==> src/rtl/instr_fetch_if.sv <==
// Bus bundle between the fetch unit and its environment.
// It carries the instruction-memory request/ack channel and the
// valid/ready channel to decode.
// master = fetch unit. slave = memory and decode side.
interface instr_fetch_if;
  // Instruction memory channel
  logic        imem_req;
  logic [31:0] imem_addr;
  logic        imem_ack;
  logic [31:0] imem_rdata;

  // Decode channel
  logic        if_valid;
  logic        if_ready;
  logic [31:0] if_instr;
  logic [5:0]  if_opcode;
  logic [31:0] if_pc;

  modport master (
    output imem_req, imem_addr, if_valid, if_instr, if_opcode, if_pc,
    input  imem_ack, imem_rdata, if_ready
  );

  modport slave (
    input  imem_req, imem_addr, if_valid, if_instr, if_opcode, if_pc,
    output imem_ack, imem_rdata, if_ready
  );
endinterface

==> src/rtl/instr_fetch.sv <==
// Instruction fetch unit for the single-issue MIPS core.
// It holds the PC and reads words from instruction memory over req/ack.
// It hands one instruction at a time to decode over valid/ready.
// Jump and taken-branch redirects from execute squash any in-flight or
// pending instruction.
module instr_fetch #(
  parameter logic [31:0] RESET_PC = 32'h0000_0000
) (
  input  logic          clk,
  input  logic          rst,        // asynchronous, active-low
  instr_fetch_if.master bus,
  input  logic          jump,
  input  logic          branch,
  input  logic          taken,
  input  logic [31:0]   redir_pc,
  input  logic [25:0]   redir_imm
);

  typedef enum logic [1:0] {
    IDLE  = 2'd0,
    FETCH = 2'd1,
    VALID = 2'd2
  } state_e;

  // Force word alignment so a mis-set parameter cannot produce an unaligned fetch.
  localparam logic [31:0] RESET_PC_ALIGNED = {RESET_PC[31:2], 2'b00};

  state_e      state_q,     state_d;
  logic [31:0] pc_q,        pc_d;
  logic        sq_q,        sq_d;        // in-flight request will be discarded
  logic        imem_req_q,  imem_req_d;
  logic [31:0] imem_addr_q, imem_addr_d;
  logic        if_valid_q,  if_valid_d;
  logic [31:0] if_instr_q,  if_instr_d;
  logic [31:0] if_pc_q,     if_pc_d;

  logic [31:0] link_pc;
  logic [31:0] jump_target;
  logic [31:0] branch_target;
  logic [31:0] redir_target;
  logic        redir;

  // Redirect target arithmetic. All sums wrap modulo 2^32.
  // A jump wins over a coincident branch.
  always_comb begin
    link_pc       = redir_pc + 32'd4;
    jump_target   = {link_pc[31:28], redir_imm, 2'b00};
    branch_target = link_pc + {{14{redir_imm[15]}}, redir_imm[15:0], 2'b00};
    redir_target  = jump ? jump_target : branch_target;
    redir         = jump | (branch & taken);
  end

  // Next-state and next-output logic of the fetch FSM
  always_comb begin
    // NOTE: every signal assigned here gets a default first, so no path can infer a latch.
    state_d     = state_q;
    pc_d        = pc_q;
    sq_d        = sq_q;
    imem_req_d  = imem_req_q;
    imem_addr_d = imem_addr_q;
    if_valid_d  = if_valid_q;
    if_instr_d  = if_instr_q;
    if_pc_d     = if_pc_q;

    unique case (state_q)
      IDLE: begin
        // The first request goes out on the next edge.
        // A redirect here replaces the PC before anything is requested.
        state_d     = FETCH;
        imem_req_d  = 1'b1;
        if (redir) begin
          pc_d        = redir_target;
          imem_addr_d = redir_target;
        end else begin
          imem_addr_d = pc_q;
        end
      end

      FETCH: begin
        if (bus.imem_ack) begin
          if (redir) begin
            // Returned data belongs to the old path. Refetch from the target at once.
            pc_d        = redir_target;
            sq_d        = 1'b0;
            imem_req_d  = 1'b1;
            imem_addr_d = redir_target;
          end else if (sq_q) begin
            // The squashed request finally completed. Drop it and fetch the
            // redirect target that is already in pc_q.
            sq_d        = 1'b0;
            imem_req_d  = 1'b1;
            imem_addr_d = pc_q;
          end else begin
            // pc_q equals imem_addr_q whenever sq_q is clear.
            if_instr_d  = bus.imem_rdata;
            if_pc_d     = pc_q;
            if_valid_d  = 1'b1;
            pc_d        = pc_q + 32'd4;
            imem_req_d  = 1'b0;
            state_d     = VALID;
          end
        end else if (redir) begin
          // A request is never withdrawn, so the old address stays on the bus.
          // Its data is discarded when it arrives.
          pc_d = redir_target;
          sq_d = 1'b1;
        end
      end

      VALID: begin
        if (redir) begin
          // Squash the held instruction even if decode is taking it this cycle.
          pc_d        = redir_target;
          if_valid_d  = 1'b0;
          imem_req_d  = 1'b1;
          imem_addr_d = redir_target;
          state_d     = FETCH;
        end else if (bus.if_ready) begin
          if_valid_d  = 1'b0;
          imem_req_d  = 1'b1;
          imem_addr_d = pc_q;
          state_d     = FETCH;
        end
      end

      default: begin
        state_d     = IDLE;
        imem_req_d  = 1'b0;
        if_valid_d  = 1'b0;
      end
    endcase
  end

  // State and registered outputs. Reset clears everything immediately.
  always_ff @(posedge clk or negedge rst) begin
    if (!rst) begin
      state_q     <= IDLE;
      pc_q        <= RESET_PC_ALIGNED;
      sq_q        <= 1'b0;
      imem_req_q  <= 1'b0;
      imem_addr_q <= 32'h0;
      if_valid_q  <= 1'b0;
      if_instr_q  <= 32'h0;
      if_pc_q     <= 32'h0;
    end else begin
      // NOTE: non-blocking assignments keep every flop reading pre-edge values.
      state_q     <= state_d;
      pc_q        <= pc_d;
      sq_q        <= sq_d;
      imem_req_q  <= imem_req_d;
      imem_addr_q <= imem_addr_d;
      if_valid_q  <= if_valid_d;
      if_instr_q  <= if_instr_d;
      if_pc_q     <= if_pc_d;
    end
  end

  assign bus.imem_req  = imem_req_q;
  assign bus.imem_addr = imem_addr_q;
  assign bus.if_valid  = if_valid_q;
  assign bus.if_instr  = if_instr_q;
  assign bus.if_pc     = if_pc_q;
  assign bus.if_opcode = if_instr_q[31:26];

endmodule

==> src/flat_wrapper.sv <==
// flat-port wrapper written by rule: the top's interface ports become plain ports
module instr_fetch_flat 
#(
  parameter logic [31:0] RESET_PC = 32'h0000_0000
)
  (clk, rst, jump, branch, taken, redir_pc, redir_imm, bus_imem_req, bus_imem_addr, bus_if_valid, bus_if_instr, bus_if_opcode, bus_if_pc, bus_imem_ack, bus_imem_rdata, bus_if_ready);
  instr_fetch_if bus_i ();
  input  logic clk;
  input  logic rst;
  input  logic jump;
  input  logic branch;
  input  logic taken;
  input  logic [31:0] redir_pc;
  input  logic [25:0] redir_imm;
  output wire logic [$bits(bus_i.imem_req)-1:0] bus_imem_req;
  output wire logic [$bits(bus_i.imem_addr)-1:0] bus_imem_addr;
  output wire logic [$bits(bus_i.if_valid)-1:0] bus_if_valid;
  output wire logic [$bits(bus_i.if_instr)-1:0] bus_if_instr;
  output wire logic [$bits(bus_i.if_opcode)-1:0] bus_if_opcode;
  output wire logic [$bits(bus_i.if_pc)-1:0] bus_if_pc;
  input wire logic [$bits(bus_i.imem_ack)-1:0] bus_imem_ack;
  input wire logic [$bits(bus_i.imem_rdata)-1:0] bus_imem_rdata;
  input wire logic [$bits(bus_i.if_ready)-1:0] bus_if_ready;
  assign bus_imem_req = bus_i.imem_req;
  assign bus_imem_addr = bus_i.imem_addr;
  assign bus_if_valid = bus_i.if_valid;
  assign bus_if_instr = bus_i.if_instr;
  assign bus_if_opcode = bus_i.if_opcode;
  assign bus_if_pc = bus_i.if_pc;
  assign bus_i.imem_ack = bus_imem_ack;
  assign bus_i.imem_rdata = bus_imem_rdata;
  assign bus_i.if_ready = bus_if_ready;
  instr_fetch #(.RESET_PC(RESET_PC)) u_core (.clk(clk), .rst(rst), .bus(bus_i), .jump(jump), .branch(branch), .taken(taken), .redir_pc(redir_pc), .redir_imm(redir_imm));
endmodule
==> config.mk <==
export PLATFORM = sky130hd
export DESIGN_NAME = instr_fetch_flat
export DESIGN_NICKNAME = d
export VERILOG_FILES = /design/src/rtl/instr_fetch_if.sv /design/src/rtl/instr_fetch.sv /design/src/flat_wrapper.sv
export SDC_FILE = /design/constraint.sdc
export NUM_CORES = 1
export LEC_CHECK = 0
export BUFFER_PORTS_ARGS = -buffer_cell sky130_fd_sc_hd__buf_4
export CELL_PAD_IN_SITES_DETAIL_PLACEMENT = 0
export CELL_PAD_IN_SITES_GLOBAL_PLACEMENT = 1
export CORE_AREA = 8 8 131 181
export CTS_CLUSTER_DIAMETER = 150
export DETAILED_ROUTE_END_ITERATION = 6
export DIE_AREA = 0 0 139 189
export GPL_TIMING_DRIVEN = 0
export PLACE_DENSITY_LB_ADDON = 0.1
export SYNTH_ARGS = -nofsm -noshare
export SYNTH_HDL_FRONTEND = slang
export SYNTH_SLANG_ARGS = --single-unit
==> constraint.sdc <==
create_clock -name clk -period 3 [get_ports clk]
set_clock_uncertainty 0.2 [all_clocks]
set_input_delay 0.45 -clock clk [delete_from_list [all_inputs] [get_ports clk]]
set_output_delay 0.45 -clock clk [all_outputs]
set_load 0.005 [all_outputs]
### Word-level counts from Yosys, hierarchy flattened

Index checks and enable logic that the tools add are counted.

| storage, ports and cells | value |
|---|---|
| register bits after elaboration | 133 |
| bits of input ports | 97 |
| output and inout port bits | 104 |
| logic and storage cells | 68 |

| operators by class | value |
|---|---|
| add/sub/neg operators | 3 |
| eq/ne operators | 8 |
| muxes and demuxes | 32 |
| bitwise operators | 5 |
| reductions and logical operators | 12 |

Operators with widths:

| kind | count |
|---|---|
| 32-bit two-way mux | 10 |
| 32-bit one-hot mux with 3 select lines | 1 |
| 32-bit by 3-bit adder with 32-bit output, second input constant | 2 |
| 32-bit one-hot mux with 2 select lines | 1 |
| 32-bit adder | 1 |
| 1-bit two-way mux | 12 |
| 4-bit AND reduction | 3 |
| 2-bit two-way mux | 5 |
| 2-bit != test, second input constant | 3 |
| 1-bit one-hot mux with 3 select lines | 2 |
| 2-bit one-hot mux with 3 select lines | 1 |
| 2-bit AND reduction | 3 |
| 5-bit AND reduction | 1 |
| 4-bit != test, second input constant | 1 |
| 2-bit nonzero test | 2 |
| 3-bit by 1-bit != test with 1-bit output, second input constant | 1 |
| 3-bit by 2-bit != test with 1-bit output, second input constant | 1 |
| 1-bit inverter | 3 |
| 3-bit nonzero test | 1 |
| 2-bit by 1-bit == test with 1-bit output, second input constant | 1 |
| 2-bit == test, second input constant | 1 |
| 2-bit zero test | 1 |
| 2-bit OR reduction | 1 |
| 1-bit AND | 1 |
| 1-bit OR | 1 |

### Logic depth before layout (Yosys ltp)

Gate-level depths: netlist of the first run.

| depth | value |
|---|---|
| word-level depth | 6 |
| depth in mapped cells | 18 |
| gate-level depth less buffers | 18 |

### Least setup slack after synthesis of the first run

OpenSTA, ideal clock, no wires.

| timing | value |
|---|---|
| path type | input to register |
| start point | in redir_pc[15] |
| end point | reg u_core.pc_q[31] |
| library setup time | 0.101 ns |
| arrival time | 3.264 ns |
| data required time | 2.699 ns |
| setup slack | -0.565 ns |
| cell stages on the path | 16 |
| path buffers | 1 |
| path through | and4_1 -> and3_1 -> nand3_1 -> or2_1 -> xnor2_1 -> ha_1 -> clkbuf_1 -> nand4_1 -> nand2b_1 -> a21oi_1 -> a21oi_2 -> a221oi_2 -> xor2_1 -> and2_1 -> a21oi_1 -> o311ai_2 |

| on the way | value |
|---|---|
| cells in the longest elaborated chain, start to end | 6 |
| elaborated cells on any way between the ends | 7 |
| those cells by class | 2 x add/sub; 5 x mux |

Ends and longest elaborated chain:

| item | RTL line | source |
|---|---|---|
| start, declared | flat_wrapper.sv:13 | `input logic [31:0] redir_pc;` |
| 32-bit by 3-bit adder with 32-bit output (*) | instr_fetch.sv:46 | `link_pc = redir_pc + 32'd4;` |
| 32-bit adder | instr_fetch.sv:48 | `branch_target = link_pc + {{14{redir_imm[15]}}, redir_imm[15:0], 2'b00};` |
| 32-bit two-way mux (*) | instr_fetch.sv:49 | `redir_target = jump ? jump_target : branch_target;` |
| 32-bit two-way mux (on tied branches) | - |  |
| 32-bit two-way mux | instr_fetch.sv:80 | `if (bus.imem_ack) begin` |
| 32-bit one-hot mux with 2 select lines (*) | instr_fetch.sv:65 | `unique case (state_q)` |
| end signal, assigned | instr_fetch.sv:148 | `pc_q <= pc_d;` |
| end, declared | instr_fetch.sv:29 | `logic [31:0] pc_q, pc_d;` |

Every way passes the cells marked *; elsewhere a longest branch is shown, timed or not.
A chain may end at the register's enable or synchronous reset.

### Worst setup path in the final report of the first run

| timing | value |
|---|---|
| start point | in redir_pc[9] |
| end point | reg u_core.pc_q[29] |

The elaborated chain is that of the path after synthesis.

==> impl_metrics.env, run 1 <==
export IMPL_async_reset_ff_share_pct=100.0
export IMPL_wl_mm=28.68
export IMPL_path_class="in -> reg"
export IMPL_crit_path_max_fanout=4
export IMPL_startpoint_type="input port"
export IMPL_route_detailed_wl_per_inst_um=19.70
export IMPL_clk_path_buf_depth=2
export IMPL_slew_viol_final=0
export IMPL_io_pins=201
export IMPL_crit_path_top_delay_cell="or2_4"
export IMPL_num_vias=8050
export IMPL_drv_cap=0
export IMPL_grt_usage_pct=21.59
export IMPL_yosysSeqAreaShare_pct=39.54
export IMPL_worstPathArrival_ps=3500
export IMPL_core_area_mm2=0.02097
export IMPL_fp_dieW_um=139
export IMPL_ys_ff_latch=133
export IMPL_place_congestion=0.8750
export IMPL_path_cells="buf_4 -> and3_4 -> and3_4 -> nand2_2 -> or2_4 -> nor2_2 -> xor2_1 -> ha_4 -> buf_4 -> a21o_1 -> a21o_1 -> a21oi_1 -> o31ai_2 -> xor2_1 -> a22oi_2 -> o41ai_1 -> a22o_1"
export IMPL_hold_violations=0
export IMPL_fin_nets=1317
export IMPL_preCtsSetupSlack_ps=-1151
export IMPL_synth_edff_count=0
export IMPL_ir_worst_vdd_v=0.0003343
export IMPL_timing_slew_headroom_pct=47.55
export IMPL_syn_inst=919
export IMPL_io_buffer_count=200
export IMPL_syn_num_nets=1053
export IMPL_vias_per_cell=5.529
export IMPL_syn_area_mm2=0.008417
export IMPL_cts_root_buf="clkbuf_16"
export IMPL_dieArea_mm2=0.02627
export IMPL_fmax_ghz=0.2942
export IMPL_drtAntennaViolNets=0
export IMPL_powerDensity_mw_per_mm2=672.1
export IMPL_crit_required_ps=3100
export IMPL_die_h_um=189
export IMPL_nFillCells=1965
export IMPL_grt_ovfl_total=0
export IMPL_numCtsBuffers=17
export IMPL_clk_latency_ps=420
export IMPL_grt_pass1_wl_mm=44.92
export IMPL_drc=0
export IMPL_drtPass1Iterations=5
export IMPL_avgSynthCellArea_um2=9.159
export IMPL_synth_cell_types=62
export IMPL_cp_slowest_stage_delay_ps=290
export IMPL_rows=63
export IMPL_tightest_slew_ps=776.6
export IMPL_rsz0062_at_grt="true"
export IMPL_dr_wl_met3_mm=1.613
export IMPL_yosysTopAreaCell="dfrtp_1"
export IMPL_layout_setup_ws_ps=-399.1
export IMPL_clock_sink_count=133
export IMPL_final_common_cell="buf_4"
export IMPL_start_util_pct=40.14
export IMPL_drtIter0Drc=346
export IMPL_failed_checks="negative setup slack"
export IMPL_top_layer_used="met4"
export IMPL_dp_hpwl_mm=22.08
export IMPL_cts_tree="done"
export IMPL_final_cell_mix="buf_4 (239), dfrtp_1 (133), nand2_1 (101)"
export IMPL_diodes=0
export IMPL_grt_max_degree=79
export IMPL_antenna_found_initial=0
export IMPL_ys_flop_type="dfrtp_1"
export IMPL_syn_to_final_growth_pct=42.80
export IMPL_drive_gt1_share_pct=40.05
export IMPL_finalCritPeriodShare_pct=113.3
export IMPL_min_period_ps=3399
export IMPL_wirelength_met1_mm=11.81
export IMPL_final_util_pct=57.32
export IMPL_worst_hold_path_type="in -> reg"
export IMPL_p_leak_nw=5.368
export IMPL_h_tree_depth=4
export IMPL_grt_pass1_vias=8226
export IMPL_cts_clk_slew_worst_paths_ps=60
export IMPL_worstSetupEndpointType="flip-flop"
export IMPL_status="complete, but fails checks"
export IMPL_met2_length_mm=14.72
export IMPL_yosys_warnings=0
export IMPL_setup_violations=32
export IMPL_synthTopCellsByArea="dfrtp_1 (40%), mux2_2 (8.7%), o21ai_0 (5.5%)"
export IMPL_synth_top_area_share_pct=39.54
==> flip-flops by register name, indices dropped and copies added (netlist names) <==
signal,count
u_core.bus.if_valid,1
u_core.pc_q,32
u_core.state_q,2
u_core.bus.if_instr,32
u_core.bus.if_pc,32
u_core.sq_q,1
u_core.bus.imem_addr,32
u_core.bus.imem_req,1
==> what timing repair did <==
| action | in CTS | in global routing |
|---|---|---|
| setup buffers | 21 | 25 |
| endpoints found under the hold margin | 55 | 0 |
| pin swaps | 34 | 61 |
| gates resized for setup | 62 | 83 |
| gates cloned | 0 | 0 |
| endpoints found under the setup margin | 38 | 79 |
| hold buffers | 1 | 0 |
==> stage by stage <==
stage / total power [mW] / hold WS, ps / cells / setup TNS (ps) / cell area (µm²)
finish: 8.079 / 65.33 / 1456 / -8356 / 12020
global route: 8.570 / 52.52 / 1456 / -13530 / 12020
CTS: 8.049 / 51.48 / 1433 / -7304 / 11490
detailed placement: 5.903 / 261.8 / 1380 / -44680 / 10470
global placement: 5.840 / 264.0 / 1379 / -42800 / 10440
floorplan: 4.243 / -45.59 / 919 / -5844 / 8610
==> power breakdown <==
group / leakage [nW] / internal, mW / total (mW) / switching, mW
sequential: 1.63 / 2.47 / 2.95 / 0.479
clock: 0.274 / 1.25 / 2.04 / 0.792
combinational: 3.47 / 1.72 / 3.09 / 1.37
==> metal layers <==
| layer | GRT usage [%] | up-vias |
|---|---|---|
| met1 | 24.97 | 3900 |
| met2 | 39.18 | 250 |
| li1 | - | 3871 |
| met4 | 7.285 | 0 |
| met3 | 4.108 | 29 |
| met5 | 0 | - |
==> cells by family (layout without fill, tap and decap cells) <==
family          count (synthesis)  in the layout  share of synthesized area (%)
xor+xnor                       51             51                          5.307
fa+ha+maj                      37             37                          5.589
flops                         133            133                          39.54
simple gates                  268            268                          14.76
buf+inv                        70            347                          3.419
compound gates                292            292                          22.33
mux                            68             68                          9.053
==> worst max-delay path, delay by kind of cell <==
kind                       cells  cell delay [ps]
AOI/OAI and AO/OA              7             1190
buffers and inverters          2              250
adders and majority gates      1              260
and+or+nand+nor                5              930
xor gates and xnor gates       2              400
==> path summary, 6_finish.rpt <==
| path | startpoint | end | slack, ps | cells past startpoint |
|---|---|---|---|---|
| max reg2reg | u_core.pc_q[2] | u_core.pc_q[28] | 70 | 10 |
| min in group asynchronous | rst | u_core.bus.if_instr[17] | 360 | 2 |
| min | bus_imem_rdata[29] | u_core.bus.if_instr[29] | 70 | 2 |
| max in group asynchronous | rst | u_core.bus.imem_addr[1] | 1470 | 3 |
| max | redir_pc[9] | u_core.pc_q[29] | -400 | 17 |
| min reg2reg | u_core.bus.imem_addr[31] | u_core.bus.imem_addr[31] | 270 | 2 |
==> cell type report <==
cell class	count	area (µm²)	share of cell area (%)
Multi-Input combinational cell	716	5543	46.12
Clock inverter	11	127.6	1.062
Clock buffer	21	450.4	3.748
Timing Repair Buffer	247	1949	16.22
Tap cell	260	325.3	2.707
Inverter	17	63.81	0.5309
Sequential cell	133	3328	27.69
Buffer	51	231.5	1.926
==> Yosys cell counts, drive strengths merged (2+ instances only) <==
cell,instances
dfrtp,133
nand2,108
o21ai,99
a21oi,70
mux2,65
nor2,55
clkbuf,41
ha,36
xnor2,29
nand3,28
a21o,23
xor2,22
and3,20
inv,17
a22o,13
nor3,13
buf,12
a221oi,11
a31oi,11
nand4,10
o31ai,10
a211oi,9
a22oi,9
and2,9
a21boi,7
nor2b,6
nand2b,5
nor3b,5
o21a,4
o21bai,4
o41ai,4
and4,3
mux2i,3
nor4,3
o22ai,3
o31a,3
a222oi,2
o211ai,2
o2bb2ai,2
No activity file was read; power rests on OpenSTA's default activity.
==> inputs of run 2 (changes only) <==
--- a/config.mk
+++ b/config.mk
@@ -13,7 +13,7 @@
 export DETAILED_ROUTE_END_ITERATION = 6
 export DIE_AREA = 0 0 139 189
 export GPL_TIMING_DRIVEN = 0
-export PLACE_DENSITY_LB_ADDON = 0.1
+export PLACE_DENSITY = 0.83
 export SYNTH_ARGS = -nofsm -noshare
 export SYNTH_HDL_FRONTEND = slang
 export SYNTH_SLANG_ARGS = --single-unit
==> run 2 against run 1 <==
Effect of this change:
- the flow still finishes with violations (negative setup slack)
- cell count grew 0.14%
- count of clock-buffer cells in the layout shrank 2
- sequential power is essentially flat
- first-iteration DRC count grew 38%
- combinational power is essentially flat
- global-route usage grew 0.070 points
- utilization grew 0.15 points
==> impl_metrics.env, run 2 (synthesized netlist as in run 1, its figures left out) <==
export IMPL_drc=0
export IMPL_cts_clk_slew_worst_paths_ps=60
export IMPL_wl_mm=29.22
export IMPL_finalPower_mw=8.183
export IMPL_grt_pass1_vias=8482
export IMPL_route_detailed_wl_per_inst_um=20.04
export IMPL_syn_to_final_growth_pct=43.17
export IMPL_slew_viol_final=0
export IMPL_status="complete, but fails checks"
export IMPL_switching_share_pct=32.62
export IMPL_fp_dieW_um=139
export IMPL_die_h_um=189
export IMPL_cts_tree="done"
export IMPL_r2r_start="u_core.pc_q[2]"
export IMPL_fmax_ghz=0.2834
export IMPL_rr_endpoint="u_core.pc_q[28]"
export IMPL_vias_per_cell=5.628
export IMPL_setup_violations=32
export IMPL_design_area_mm2=0.01205
export IMPL_preCtsSetupSlack_ps=-1182
export IMPL_core_area_mm2=0.02097
export IMPL_drive_gt1_share_pct=39.77
export IMPL_worst_path_stages=17
export IMPL_worstSetupEndpoint="u_core.pc_q[31]"
export IMPL_final_cell_mix="buf_4 (237), dfrtp_1 (133), nand2_1 (101)"
export IMPL_final_common_cell="buf_4"
export IMPL_startpoint_type="input port"
export IMPL_drv_cap=0
export IMPL_rr_worst_depth=10
export IMPL_ir_worst_vdd_v=0.0003787
export IMPL_cp_slowest_stage_delay_ps=440
export IMPL_fin_nets=1319
export IMPL_antenna_found_initial=1
export IMPL_worstPathArrival_ps=3650
export IMPL_crit_path_top_delay_cell="ha_2"
export IMPL_min_period_ps=3529
export IMPL_internal_power_mw=5.514
export IMPL_h_tree_depth=4
export IMPL_finalCritPeriodShare_pct=117.6
export IMPL_path_cells="buf_4 -> and3_4 -> and3_4 -> nand2_2 -> xnor2_1 -> ha_2 -> a21oi_4 -> o21ai_4 -> nor2_4 -> a211oi_2 -> buf_4 -> a21oi_4 -> a221oi_2 -> xor2_1 -> and2_1 -> a21oi_2 -> o311ai_2"
export IMPL_crit_required_ps=3120
export IMPL_io_pins=201
export IMPL_start_util_pct=40.14
export IMPL_timing_slew_headroom_pct=48.96
export IMPL_rsz0062_at_grt="true"
export IMPL_layout_setup_ws_ps=-529.0
export IMPL_worst_hold_path_type="in -> reg"
export IMPL_dp_hpwl_mm=22.03
export IMPL_rows=63
export IMPL_p_leak_nw=5.382
export IMPL_grt_max_degree=77
export IMPL_drtIter0Drc=476
export IMPL_placement_cell_area_mm2=0.01047
export IMPL_clkPwrFrac_pct=26.1
export IMPL_critPathTopFamily="compound AO/OA/AOI/OAI gates"
export IMPL_grt_ovfl_total=0
export IMPL_ff2ff_setup_slack_ps=-20
export IMPL_path_class="in -> reg"
export IMPL_worstSetupEndpointType="flip-flop"
export IMPL_power_switching_mw=2.669
export IMPL_num_vias=8205
export IMPL_grt_pass1_wl_mm=45.48
export IMPL_place_congestion=0.9085
export IMPL_dieArea_mm2=0.02627
export IMPL_cp_num_buf_inv=2
export IMPL_clock_sink_count=133
export IMPL_clk_path_buf_depth=2
export IMPL_drtPass1Iterations=5
export IMPL_hold_violations=0
export IMPL_failed_checks="negative setup slack"
export IMPL_numCtsBuffers=17
export IMPL_powerDensity_mw_per_mm2=679.1
export IMPL_grt_usage_pct=21.66
export IMPL_cts_root_buf="clkbuf_16"
export IMPL_pwr_share_comb_pct=37.8
export IMPL_worstSetupStartpoint="redir_pc[9]"
export IMPL_tightest_slew_ps=760.6
export IMPL_drtAntennaViolNets=0
export IMPL_crit_path_max_fanout=6
export IMPL_clk_latency_ps=420
export IMPL_io_buffer_count=200
export IMPL_seq_power_share_pct=36.1
run 2: stage by stage:
step | util [%] | instances | setup TNS, ps | hold WS (ps)
after floorplan | - | 919 | -5844 | -45.59
after global placement | 49.77 | 1379 | -43040 | 266.4
after detailed placement | 49.92 | 1380 | -45910 | 269.0
after CTS | 55.44 | 1436 | -8804 | 50.62
after global routing | 57.47 | 1458 | -13830 | 46.34
final | 57.47 | 1458 | -9570 | 62.05
run 2: per-layer routing:
layer | GRT usage [%] | up-vias | share of wire [%]
li1 | - | 3871 | -
met1 | 23.86 | 3995 | 40
met2 | 39.76 | 277 | 52
met3 | 3.931 | 62 | 5.0
met4 | 9.826 | 0 | 3.5
met5 | 0 | - | 0
run 2: what timing repair did:
action | CTS | global route
gates resized for setup | 78 | 63
pin swaps | 45 | 56
hold buffers | 1 | 0
setup buffers | 25 | 22
gates cloned | 0 | 0
endpoints found under the hold margin | 57 | 0
setup endpoints to repair | 35 | 55
run 2: power groups by stage:
stage,combinational [mW],clock (mW),sequential [mW]
2_1_floorplan,1.33,0,2.92
4_1_cts,3.04,2.16,2.96
3_3_place_gp,2.88,0,2.95
3_5_place_dp,2.92,0,2.99
5_1_grt,3.36,2.25,3.06
6_report,3.09,2.13,2.96
run 2: area by class of cell:
class	count	area [µm²]
well taps	260	325.3
diodes	1	2.502
fillers	1942	8917
inverters	17	63.81
clock inverters	12	156.4
repair buffers	248	1957
flip-flops and latches	133	3328
plain buffers	52	235.2
clock buffers	19	442.9
multi-input cells	716	5539
run 2: how the worst min path moves through the flow:
stage | start | endpoint | depth (start not counted)
after floorplan | rst | u_core.bus.if_instr[0] | 0
after global placement | u_core.bus.imem_addr[24] | u_core.bus.imem_addr[24] | 2
after detailed placement | rst | u_core.bus.imem_addr[11] | 1
after CTS | bus_imem_rdata[13] | u_core.bus.if_instr[13] | 2
after global routing | bus_imem_rdata[9] | u_core.bus.if_instr[9] | 2
final | bus_imem_rdata[27] | u_core.bus.if_instr[27] | 2
run 2: worst reg2reg max path, cell delays in order (launching register included):
cell and delay (ps):
dfrtp_1 490, ha_1 260, nand3_1 150, nor2_1 250, and2_0 340, and2_1 260
nand2_1 90, nor2_2 200, nand4_1 170, o41a_1 410, o21ai_1 140
